## src/rtl/updi_tx_frame_ctrl_pkg.sv

```systemverilog
// updi_pkg: shared state/byte-select types, the SYNC character and small
// constant helpers for the UPDI transmit frame controller.
package updi_pkg;

  typedef enum logic [2:0] {
    IDLE,
    BREAK,
    GAP,
    ISSUE,
    WAIT_LOW,
    WAIT_HIGH,
    GUARD
  } updi_tx_frame_state;

  typedef enum logic [1:0] {
    SYNC,
    OPCODE,
    DATA
  } updi_byte_sel;

  localparam logic [7:0] UPDI_SYNC_CHAR = 8'h55;

  // Timer load value for a phase lasting 'cycles' clocks; 0 still costs one cycle.
  function automatic int unsigned updi_term_count(input int unsigned cycles);
    return (cycles == 0) ? 0 : cycles - 1;
  endfunction

  function automatic int unsigned updi_max(input int unsigned a, input int unsigned b);
    return (a > b) ? a : b;
  endfunction

endpackage

```

## src/rtl/updi_cycle_timer.sv

```systemverilog
// updi_cycle_timer: loadable down-counter; tc_o is high while the count is zero.
module updi_cycle_timer #(
  parameter int unsigned WIDTH = 16
) (
  input  logic             clk_i,
  input  logic             rst_ni,
  input  logic             load_i,
  input  logic [WIDTH-1:0] load_val_i,
  output logic             tc_o
);

  logic [WIDTH-1:0] count_q;

  // Load has priority; otherwise count down and park at zero.
  always_ff @(posedge clk_i or negedge rst_ni) begin
    if (!rst_ni) begin
      count_q <= '0;
    end else if (load_i) begin
      count_q <= load_val_i;
    end else if (count_q != '0) begin
      count_q <= count_q - 1'b1;
    end
  end

  assign tc_o = (count_q == '0);

endmodule

```

## src/rtl/updi_tx_frame_ctrl.sv

```systemverilog
// updi_tx_frame_ctrl: sequences BREAK, SYNC, opcode, payload and guard time
// onto a uart_tx byte transmitter. All outputs are registered.
// Optional per-byte watchdog: define UPDI_TX_FRAME_WDOG_EN.
module updi_tx_frame_ctrl
  import updi_pkg::*;
#(
  parameter  int unsigned MAX_DATA_BYTES   = 8,
  parameter  int unsigned BREAK_CYCLES     = 24600,
  parameter  int unsigned BREAK_GAP_CYCLES = 1200,
  parameter  int unsigned GUARD_CYCLES     = 120,
  parameter  int unsigned WDOG_CYCLES      = 4096,
  localparam int unsigned LEN_W            = $clog2(MAX_DATA_BYTES + 1)
) (
  input  logic                        clk,
  input  logic                        rst,
  input  logic                        req_valid,
  output logic                        req_ready,
  input  logic                        req_break,
  input  logic [7:0]                  req_opcode,
  input  logic [LEN_W-1:0]            req_len,
  input  logic [8*MAX_DATA_BYTES-1:0] req_data,
  output logic [7:0]                  uart_tx_data,
  output logic                        uart_start,
  input  logic                        uart_ready,
  output logic                        break_active,
  output logic                        busy,
  output logic                        done,
  output logic                        error
);

  localparam int unsigned TMR_MAX = updi_max(updi_max(BREAK_CYCLES, BREAK_GAP_CYCLES),
                                             updi_max(GUARD_CYCLES, updi_max(WDOG_CYCLES, 1)));
  localparam int unsigned TMR_W   = $clog2(TMR_MAX + 1);

  localparam logic [TMR_W-1:0] LD_BREAK = TMR_W'(updi_term_count(BREAK_CYCLES));
  localparam logic [TMR_W-1:0] LD_GAP   = TMR_W'(updi_term_count(BREAK_GAP_CYCLES));
  localparam logic [TMR_W-1:0] LD_GUARD = TMR_W'(updi_term_count(GUARD_CYCLES));
`ifdef UPDI_TX_FRAME_WDOG_EN
  localparam logic [TMR_W-1:0] LD_WDOG  = TMR_W'(updi_term_count(WDOG_CYCLES));
`endif
  localparam logic [LEN_W-1:0] LEN_MAX  = LEN_W'(MAX_DATA_BYTES);

  updi_tx_frame_state state_q, state_d;
  updi_byte_sel       sel_q, sel_d;
  logic [LEN_W-1:0]            len_q, len_d;
  logic [LEN_W-1:0]            idx_q, idx_d;
  logic [7:0]                  opcode_q, opcode_d;
  logic [8*MAX_DATA_BYTES-1:0] data_q, data_d;
  logic [8*MAX_DATA_BYTES-1:0] data_sh;
  logic [7:0]                  byte_cur;

  logic       req_ready_q, req_ready_d;
  logic       busy_q, busy_d;
  logic       done_q, done_d;
  logic       error_q, error_d;
  logic       break_q, break_d;
  logic       start_q, start_d;
  logic [7:0] tx_data_q, tx_data_d;

  logic             tmr_load;
  logic [TMR_W-1:0] tmr_val;
  logic             tmr_tc;

  updi_cycle_timer #(
    .WIDTH (TMR_W)
  ) u_timer (
    .clk_i      (clk),
    .rst_ni     (rst),
    .load_i     (tmr_load),
    .load_val_i (tmr_val),
    .tc_o       (tmr_tc)
  );

  // Select the byte for the next issue: SYNC, opcode, or payload[idx].
  always_comb begin
    data_sh  = data_q >> {idx_q, 3'b000};
    byte_cur = data_sh[7:0];
    case (sel_q)
      SYNC:    byte_cur = UPDI_SYNC_CHAR;
      OPCODE:  byte_cur = opcode_q;
      default: byte_cur = data_sh[7:0];
    endcase
  end

  // Frame sequencing; output values are computed from the next state and registered.
  always_comb begin
    state_d   = state_q;
    sel_d     = sel_q;
    len_d     = len_q;
    idx_d     = idx_q;
    opcode_d  = opcode_q;
    data_d    = data_q;
    done_d    = 1'b0;
    error_d   = 1'b0;
    start_d   = 1'b0;
    tx_data_d = tx_data_q;
    tmr_load  = 1'b0;
    tmr_val   = '0;

    case (state_q)
      IDLE: begin
        if (req_valid && req_ready_q) begin
          opcode_d = req_opcode;
          data_d   = req_data;
          len_d    = (req_len > LEN_MAX) ? LEN_MAX : req_len;
          sel_d    = SYNC;
          idx_d    = '0;
          if (req_break) begin
            state_d  = BREAK;
            tmr_load = 1'b1;
            tmr_val  = LD_BREAK;
          end else begin
            state_d = ISSUE;
          end
        end
      end

      BREAK: begin
        if (tmr_tc) begin
          state_d  = GAP;
          tmr_load = 1'b1;
          tmr_val  = LD_GAP;
        end
      end

      GAP: begin
        if (tmr_tc) begin
          state_d = ISSUE;
        end
      end

      ISSUE: begin
        if (uart_ready) begin
          start_d   = 1'b1;
          tx_data_d = byte_cur;
          state_d   = WAIT_LOW;
`ifdef UPDI_TX_FRAME_WDOG_EN
          tmr_load  = 1'b1;
          tmr_val   = LD_WDOG;
`endif
        end
      end

      WAIT_LOW: begin
`ifdef UPDI_TX_FRAME_WDOG_EN
        if (tmr_tc) begin
          state_d = IDLE;
          error_d = 1'b1;
        end else
`endif
        if (!uart_ready) begin
          state_d = WAIT_HIGH;
        end
      end

      WAIT_HIGH: begin
        if (uart_ready) begin
          case (sel_q)
            SYNC: begin
              sel_d   = OPCODE;
              state_d = ISSUE;
            end
            OPCODE: begin
              if (len_q == '0) begin
                state_d  = GUARD;
                tmr_load = 1'b1;
                tmr_val  = LD_GUARD;
              end else begin
                sel_d   = DATA;
                state_d = ISSUE;
              end
            end
            default: begin
              if (idx_q == len_q - 1'b1) begin
                state_d  = GUARD;
                tmr_load = 1'b1;
                tmr_val  = LD_GUARD;
              end else begin
                idx_d   = idx_q + 1'b1;
                state_d = ISSUE;
              end
            end
          endcase
        end
`ifdef UPDI_TX_FRAME_WDOG_EN
        else if (tmr_tc) begin
          state_d = IDLE;
          error_d = 1'b1;
        end
`endif
      end

      GUARD: begin
        if (tmr_tc) begin
          state_d = IDLE;
          done_d  = 1'b1;
        end
      end

      default: state_d = IDLE;
    endcase

    req_ready_d = (state_d == IDLE);
    busy_d      = (state_d != IDLE);
    break_d     = (state_d == BREAK);
  end

  // State, captured request and registered outputs; reset clears everything.
  always_ff @(posedge clk or negedge rst) begin
    if (!rst) begin
      state_q     <= IDLE;
      sel_q       <= SYNC;
      len_q       <= '0;
      idx_q       <= '0;
      opcode_q    <= '0;
      data_q      <= '0;
      req_ready_q <= 1'b0;
      busy_q      <= 1'b0;
      done_q      <= 1'b0;
      error_q     <= 1'b0;
      break_q     <= 1'b0;
      start_q     <= 1'b0;
      tx_data_q   <= '0;
    end else begin
      state_q     <= state_d;
      sel_q       <= sel_d;
      len_q       <= len_d;
      idx_q       <= idx_d;
      opcode_q    <= opcode_d;
      data_q      <= data_d;
      req_ready_q <= req_ready_d;
      busy_q      <= busy_d;
      done_q      <= done_d;
      error_q     <= error_d;
      break_q     <= break_d;
      start_q     <= start_d;
      tx_data_q   <= tx_data_d;
    end
  end

  assign req_ready    = req_ready_q;
  assign busy         = busy_q;
  assign done         = done_q;
  assign error        = error_q;
  assign break_active = break_q;
  assign uart_start   = start_q;
  assign uart_tx_data = tx_data_q;

endmodule

```

## config.mk

```make
export PLATFORM = sky130hd
export DESIGN_NAME = updi_tx_frame_ctrl
export DESIGN_NICKNAME = d
export VERILOG_FILES = /design/src/rtl/updi_tx_frame_ctrl_pkg.sv /design/src/rtl/updi_cycle_timer.sv /design/src/rtl/updi_tx_frame_ctrl.sv
export SDC_FILE = /design/constraint.sdc
export NUM_CORES = 1
export LEC_CHECK = 0
export CORE_ASPECT_RATIO = 0.9
export CORE_MARGIN = 5
export CORE_UTILIZATION = 53
export DETAILED_ROUTE_END_ITERATION = 7
export PLACE_DENSITY = 0.77
export SLEW_MARGIN = 20
export SYNTH_ARGS = -nofsm -noshare
export SYNTH_HDL_FRONTEND = slang
export SYNTH_SLANG_ARGS = --single-unit
```

## constraint.sdc

```tcl
create_clock -name clk -period 2.7 [get_ports clk]
set_clock_uncertainty 0.1 [all_clocks]
set_input_delay 0.405 -clock clk [delete_from_list [all_inputs] [get_ports clk]]
set_output_delay 0.405 -clock clk [all_outputs]
set_load 0.05 [all_outputs]
```

-- After elaboration in Yosys (flattened, before gate mapping)
Index checks and enable logic that the tools add are counted.
- $add $sub $neg: 3
- magnitude comparators: 1
- equality and inequality tests: 15
- shifts and indexed selects: 1
- muxes and demuxes: 45
- reduce and logical (&&, ||, !) cells: 15
- operators with widths (operator ; number):
    >> shifter 64 x 7 -> 8 bit ; 1
    two-way mux 15 bit ; 4
    one-hot mux 15 bit (3 select lines) ; 1
    two-way mux 3 bit ; 9
    two-way mux 7 bit ; 3
    one-hot mux 3 bit (7 select lines) ; 1
    two-way mux 4 bit ; 5
    one-hot mux 8 bit (2 select lines) ; 1
    zero test 15 bit ; 1
    nonzero test 15 bit ; 1
    subtractor 15 x 1 -> 15 bit, second input constant ; 1
    one-hot mux 7 bit (2 select lines) ; 1
    two-way mux 11 bit ; 1
    AND reduction 5 bit ; 2
    equality test 3 bit, second input constant ; 3
    two-way mux 1 bit ; 9
    two-way mux 2 bit ; 4
    != test 2 bit, second input constant ; 4
    one-hot mux 2 bit (2 select lines) ; 2
    one-hot mux 4 bit (2 select lines) ; 1
    equality test 3 x 1 -> 1 bit, second input constant ; 2
    equality test 3 x 2 -> 1 bit, second input constant ; 2
    zero test 3 bit ; 2
    != test 3 bit, second input constant ; 2
    15 further kinds ; 17
- register bits after elaboration: 113
- input bits: 81
- output and inout bits: 14

-- Depth between registers and ports, before layout
- depth in word-level cells: 7
- depth in mapped cells: 8
- mapped depth without buffers: 7

-- Hierarchy
Synthesis repeated with hierarchy kept, for this count alone.
- cell total of the unflattened synthesis: 569
- area, all modules: 5417.7 sq um
- by module, submodules not included (module ; instances ; cells each ; area each (sq um)):
    updi_tx_frame_ctrl ; 1 ; 490 ; 4588.2
    updi_cycle_timer ; 1 ; 79 ; 829.5

-- Least setup slack after synthesis
No wires, ideal clock.
- kind: register -> register
- start point: register u_timer.count_q[0]
- end point: register busy_q, in the netlist busy
- library setup time: 131 ps
- arrival: 2212 ps
- required time: 2469 ps
- setup slack: 257 ps
- stages on the path, launching flop included: 9
- period minus slack after synthesis: 2443 ps
- cells stage by stage: dfrtp_1 -> inv_1 -> ha_1 -> nor4b_2 -> and4_1 -> buf_6 -> and3_2 -> or4_4 -> or3_1
- word-level cells in the longest chain between the ends: 4
- elaborated cells between the ends (all ways): 6
- classes of those cells: mux: 4; reduce/logical: 2
- ends and longest elaborated chain (element ; RTL line ; RTL):
    start, declared ; updi_cycle_timer.sv:12 ; logic [WIDTH-1:0] count_q;
    start signal, assigned ; updi_cycle_timer.sv:19 ; count_q <= load_val_i;
    start signal, assigned ; updi_cycle_timer.sv:21 ; count_q <= count_q - 1'b1;
    zero test 15 bit (*) ; updi_cycle_timer.sv:25 ; assign tc_o = (count_q == '0);
    two-way mux 3 bit (on tied branches) ; updi_tx_frame_ctrl.sv:194, updi_tx_frame_ctrl.sv:119, updi_tx_frame_ctrl.sv:127 ;
    one-hot mux 3 bit (7 select lines) (*) ; updi_tx_frame_ctrl.sv:100 ; case (state_q)
    named net state_d[1] ; updi_tx_frame_ctrl.sv:43 ; updi_tx_frame_state state_q, state_d;
    nonzero test 3 bit (*) ; updi_tx_frame_ctrl.sv:204 ; busy_d = (state_d != IDLE);
    named net busy_d ; updi_tx_frame_ctrl.sv:53 ; logic busy_q, busy_d;
    end signal, assigned ; updi_tx_frame_ctrl.sv:232 ; busy_q <= busy_d;
    end, declared ; updi_tx_frame_ctrl.sv:53 ;
Mark *: on every way through the listed nets, which the timed path passes. The rest lies on a longest branch.
A chain may end at the register's enable or synchronous reset.

-- Worst setup path after layout
Same ends and word-level chain as after synthesis.

==> impl_summary.md <==
Floorplanning
The standard-cell row count is 34. The initial cell density of the core is 54.9%. The top-level port count is 95. The floorplan step defined a die boundary enclosing ~0.012 mm2.

The area inside the core boundary is ~0.0097 mm2. The die is roughly 110 um tall. Measured along the x axis, the die boundary spans 116 um.

Drt
The first detailed-routing pass ran for 5 iterations. Once detail routing completed, the nets flagged for antenna violations numbered 0. After detailed routing, the number of vias per cell comes to around 5.5. The routed wire length is between 10 and 15 mm. The DRC violation count after routing is 0. The first routing iteration left approximately 410 violations. The routed layout has 4462 vias.

The average wire per standard cell is about 17 um.

Job
The total of max-cap violations is 0.

Synth
In this run the cell area of the synthesized design comes to between 0.005 and 0.006 mm2. Synthesis instantiated 56 different standard cells from the library. The number of instances in the synthesized netlist is between 500 and 600. A synthesized cell averages 9.26 um2. The number of synthesis warnings is 0. The net count after synthesis is about 660. The sequential-to-total area share from yosys stat is between 50% and 60%.

After synthesis the netlist holds a flip-flop and latch count of about 110.

Global route
The initial antenna violation count is 0. The pin count of the biggest net entering global routing is just over 80. The total track usage is about a quarter.

The aggregate global routing overflow is 0. The wire length of the first global-routing pass is 22.4 mm. The number of global-route vias before repair was 4616.

Finish
In the final layout, the share of cells above drive strength 1 is between 10% and 20%. The number of diodes added for antenna fixing is 0. Excluding fillers, the count of instances in the completed layout stands at between 800 and 900. The library cells used most frequently in the layout, excluding fill and tap cells, are sky130_fd_sc_hd__nand2_1 (243), sky130_fd_sc_hd__dfrtp_1 (113), sky130_fd_sc_hd__clkdlybuf4s50_1 (92).

The number of filler cells placed in the layout is 699. Leaving out fill and tap cells, the most frequent cell in the layout is sky130_fd_sc_hd__nand2_1. In the final design database the tool counted between 700 and 800 nets. The fraction of the core area covered by cells at the end of the flow is roughly 73%.

Compared with the post-synthesis result, the final layout area differs by 32.2%.

STA
The worst path uses slightly below 100% of the clock period. After layout, the minimum clock period comes to approximately 2.6 ns. Timing would allow up to 386 MHz. Setup repair after global routing left no endpoint under its margin. The max-slew violation total from the final report is 0. Setup violations remaining at the end of the flow were counted as 0. The total count of hold-check failures in the final report was 0. The final worst hold slack is roughly 0.31 ns.

At the pin with the least slew margin, the transition time is slightly below 0.8 ns. After routing, the total negative slack on setup checks comes to 0 ns. The worst max-slew margin expressed relative to the limit is a little under half.

Placement
The number of placed cells counting well taps is between 700 and 800. The final RePlAce weighted congestion is just over 0.9. The post-detailed-placement half-perimeter wirelength is between 9 and 10 mm. Buffers placed on the I/O ports in this run total 93.

Setup path
At the worst endpoint, the arrival time is about 2.9 ns. Traced cell by cell, the critical path runs through inv_1 -> ha_1 -> nor4b_2 -> and4_2 -> nor2_2 -> or4_4 -> or3_1. The worst setup path is captured at a register. The setup path with the least slack is of type register to register.

The biggest cell delay along the critical path is about 0.54 ns. The startpoint class of the critical path is a register. The slowest stage of the critical path is the sky130_fd_sc_hd__or4_4 cell.

Along the worst path, the maximum fanout reaches 6. The data required time of the critical path is approximately 3.0 ns.

Outcome
The run finished with clean final reports.

Clocking
In this run the number of H-tree levels came out at 4. CTS saw roughly 110 sinks. Buffers added to address setup during post-CTS repair amount to 0.

The master cell of the clock root buffer is sky130_fd_sc_hd__clkbuf_8. The register clock-pin slew on the reported worst setup and hold paths is ~0.060 ns. The longest clock path from root to sink contains 2 buffers.

The TritonCTS clock tree is built. Clock latency on the worst-skew pair, taken at its later pin, is roughly 0.52 ns. The number of clock buffers added by TritonCTS is 17.

Power
The design draws between 7 and 8 mW. The worst-case vdd ir drop is 0.000675 V. In this run the power density over the cells is between 1000 and 1500 mW/mm2. The static leakage is 3.32 nW.

Worst hold path
The classification of the worst-slack hold path is input pin to register.
[synthesized netlist by cell type (all sizes together)]
library cell	count	share of area (%)
nand2	243	17
and3	3	0.37
o31a	1	0.16
mux2i	5	0.94
buf	8	0.82
mux2	9	1.9
a22oi	5	0.70
nand3	7	0.66
nor3b	2	0.28
clkbuf	21	1.5
dfrtp	113	53
or4	2	0.37
xnor2	9	1.5
conb	1	0.070
nand2b	4	0.47
a21boi	1	0.14
a211o	1	0.16
xor2	3	0.49
a21oi	12	1.1
or2	1	0.12
o32a	1	0.19
a31oi	1	0.12
nor2	22	1.6
ha	4	0.94
nor3	17	1.9
inv	8	0.56
and4	1	0.16
o2111ai	1	0.16
or3	4	0.49
o21a	1	0.14
mux4	12	5.1
o211ai	2	0.28
nor4b	2	0.44
nand4	3	0.35
xnor3	1	0.42
a2111oi	1	0.19
nor4	2	0.35
a211oi	5	0.70
o22ai	10	1.2
nand3b	3	0.42
nor2b	7	0.82
nand4b	1	0.16
o21ai	16	1.5
a21bo	1	0.19
[worst max-delay path: cells and delay by family (launching register included)]
kind | cells | cell delay (ns)
fa+ha+maj | 1 | 0.19
buf+inv | 1 | 0.08
flops | 1 | 0.42
simple gates | 5 | 1.68
[worst paths after layout]
path / to / slack [ns] / start / depth (start not counted)
max: busy / 0.11 / u_timer.count_q[0] / 7
max in group asynchronous: data_q[7] / 1.45 / rst / 3
min: data_q[55] / 0.31 / req_data[55] / 3
max reg2reg: busy / 0.11 / u_timer.count_q[0] / 7
min reg2reg: data_q[55] / 0.37 / data_q[55] / 2
min in group asynchronous: u_timer.count_q[8] / 0.32 / rst / 2
[registers in the layout, indices dropped and copies added (netlist names)]
name,cells
idx_q,4
req_ready,1
opcode_q,8
done,1
uart_tx_data,8
u_timer.count_q,15
state_q,3
data_q,64
busy,1
sel_q,2
uart_start,1
break_active,1
len_q,4
[where the power goes]
part | internal (mW) | switching, mW | leakage [nW]
Clock | 1.54 | 0.842 | 0.299
Combinational | 1.04 | 1.25 | 1.59
Sequential | 2.43 | 0.526 | 1.43
[kinds of logic (layout without fill, tap and decap cells)]
family	Yosys count	after routing	synth area share, %
and+or+nand+nor	324	324	26.0
DFF	113	113	52.9
AOI/OAI and AO/OA	59	59	6.93
buffers and inverters	37	147	2.86
muxes	26	26	7.89
xor gates and xnor gates	13	13	2.39
adders and majority gates	4	4	0.936
other	1	1	0.0702
[cell type report]
class,instances,area [um2],area share [%]
Clock buffer,18,428,6.05
Clock inverter,14,204,2.89
Sequential cell,113,2830,40.0
Timing Repair Buffer,107,1050,14.8
Tap cell,126,158,2.23
Multi-Input combinational cell,427,2370,33.6
Inverter,8,30.0,0.425
[metrics by stage]
stage	worst slack, ns	instance area [um2]
2_1_floorplan	0.257	5350
3_3_place_gp	0.226	6420
3_5_place_dp	0.133	6420
4_1_cts	0.0970	7070
5_1_grt	0.0209	7070
6_report	0.108	7070
[routing by layer]
layer | wire (um) | vias up | global-route usage [%] | share of wire, %
li1 | - | 2121 | - | -
met1 | 5590 | 2172 | 31.2 | 42
met5 | 0 | - | 0 | 0
met3 | 791 | 16 | 5.96 | 5.9
met2 | 6890 | 153 | 37.6 | 51
met4 | 153 | 0 | 6.88 | 1.1
[timing repair]
item,4_1_cts,5_1_grt
endpoints found under the hold margin,41,0
resized for setup,0,1
endpoints found under the setup margin,0,1
hold buffers,1,0
Note: power is estimated with default switching activity, not from simulation.
==> variant, RTL diff (same settings) <==
Change the parameter `BREAK_GAP_CYCLES` from 1200 to 600.
--- a/src/rtl/updi_tx_frame_ctrl.sv
+++ b/src/rtl/updi_tx_frame_ctrl.sv
@@ -6,7 +6,7 @@
 #(
   parameter  int unsigned MAX_DATA_BYTES   = 8,
   parameter  int unsigned BREAK_CYCLES     = 24600,
-  parameter  int unsigned BREAK_GAP_CYCLES = 1200,
+  parameter  int unsigned BREAK_GAP_CYCLES = 600,
   parameter  int unsigned GUARD_CYCLES     = 120,
   parameter  int unsigned WDOG_CYCLES      = 4096,
   localparam int unsigned LEN_W            = $clog2(MAX_DATA_BYTES + 1)
Function: no difference found for any inputs over 10 cycles, from zero or initial values and one cycle with rst low; that may be too few to reach the edited logic, so the function may still have changed.
==> variant against the original RTL <==
Design area down 0.80%. Global-route usage up 0.24 points. Total power up 0.90%. Setup slack better by 0.17 ns. Utilization down 0.58 points. Wire length up 2.0%. Area after synthesis about the same. Sequential cell count unchanged.
==> variant: results (changes against the original RTL) <==
Outcome
The run finished with clean final reports.

Global routing
The fraction of met1 tracks used by global routing is 0.301 (-0.0114). The overall track demand over capacity in global routing is 0.235 (+0.00242). The first-pass GRT wire length is 22500 µm (+0.25%). The number of global-route vias before repair is 4725 (+2.4%). The largest net degree at the start of global routing was 62 (-23%). The met3 track demand over resource is 0.0619 (+0.00229). The fraction of met2 tracks used by global routing was 0.382 (+0.00657).

Yosys
The XOR/XNOR share of the synthesized area is 0.0272 (+0.00329). The proportion of synthesized area in mux cells is 0.0852 (+0.00636). The sequential share of the synthesized area is 0.529 (about the same).

The count of unique library cells instantiated by Yosys was 54 (-3.6%). By count the netlist is led by 238 x sky130_fd_sc_hd__nand2_1, 113 x sky130_fd_sc_hd__dfrtp_1, 27 x sky130_fd_sc_hd__o21ai_0. The net count after synthesis is 654 (-1.2%). The synthesized-area fraction occupied by adder cells is 0.00937 (about the same). The synthesized-area fraction occupied by ao, oa, aoi and oai cells is 0.0585 (-0.0107). In the post-synthesis netlist, the biggest area contributors are sky130_fd_sc_hd__dfrtp_1 53%, sky130_fd_sc_hd__nand2_1 17%, sky130_fd_sc_hd__mux4_2 6.7%, sky130_fd_sc_hd__o21ai_0 2.5%, sky130_fd_sc_hd__clkbuf_1 1.6%. The count of mapped cells out of synthesis is 569 (-1.4%).

Drt
The met1 wire length was 5550 µm (-0.63%). The final wirelength is 13700 µm (+2.0%). The routed length on met3 is 846 µm (+7.0%).

The number of violations reported at the end of detailed-routing iteration 0 was 361 (-13%). The amount of wire on met2 after detailed routing is 6940 µm (+0.83%). The ratio of routed vias to standard cells came to 5.63 (+2.5%).

Placed design
The post-placement cell count came to 770 (-1.3%). The total half-perimeter wirelength after legalization and detailed placement came to 9230 µm (+1.8%). The final weighted congestion of routability-driven global placement came to 0.938 (+0.59%).

Pwr
The leakage dissipation is 3.29 nW (-1.1%). The largest voltage drop on the vdd net came to 0.833 mV (+23%). The part of the power in the clock network is 0.288 (-0.024).

The reported combinational group power is 2.54 mW (+11%). The net switching power of the design came to 2.74 mW (+4.5%). The total power of the final layout is 7.69 mW (+0.90%).

Setup path
The length in cells of the worst reg-to-reg path is 7 (unchanged). The peak per-stage delay on the critical path was 0.43 ns (-0.11 ns). In this run the critical register-to-register path is captured at u_timer.count_q[9]. The slowest stage of the critical path is the sky130_fd_sc_hd__o21a_1 cell.

The kind of cell with the highest combined delay along the critical path is compound AO/OA/AOI/OAI gates. The maximum fanout along the worst path is 10 (+4).

Final layout
The layout filler cell count was 719 (+2.9%). The final layout net count is 749 (-1.3%). The fraction of final layout cells with drive strength greater than 1 is 0.100 (-0.0189). The design area came to 7010 µm² (-0.80%). The count of placed standard cells in the final layout, fillers left out was 803 (-1.2%).

STA
The worst-margin pin slew is 0.674 ns (-0.121 ns). The minimum clock period was 2.42 ns (-0.168 ns).
[variant: cell count changes in the layout (fill, tap and decap cells not counted), sizes merged, moves of 4 or more]
cell    change
a211oi      -4
mux4        +4
nor3        -5
clkbuf      +5
nand2       -5
o21ai      +12
o22ai       -9
nand3       +7
a21oi       -6
a221oi      +4
mux2        -5
a22oi       -5
[variant: worst min path at each step]
stage                 start            to  slack, ns  cells after the start
6_report       req_data[35]    data_q[35]       0.32                      3
5_1_grt        req_data[23]    data_q[23]       0.31                      3
4_1_cts        req_data[23]    data_q[23]       0.31                      3
3_5_place_dp     data_q[57]    data_q[57]       0.36                      2
3_3_place_gp     data_q[58]    data_q[58]       0.35                      2
2_1_floorplan           rst  break_active      0.009                      0
[variant: layout make-up]
| class | count | share of cell area |
|---|---|---|
| inverters | 10 | 0.00535 |
| multi-input cells | 417 | 0.338 |
| well taps | 126 | 0.0225 |
| clock buffers | 23 | 0.0651 |
| repair buffers | 105 | 0.147 |
| clock inverters | 9 | 0.0187 |
| flip-flops and latches | 113 | 0.403 |
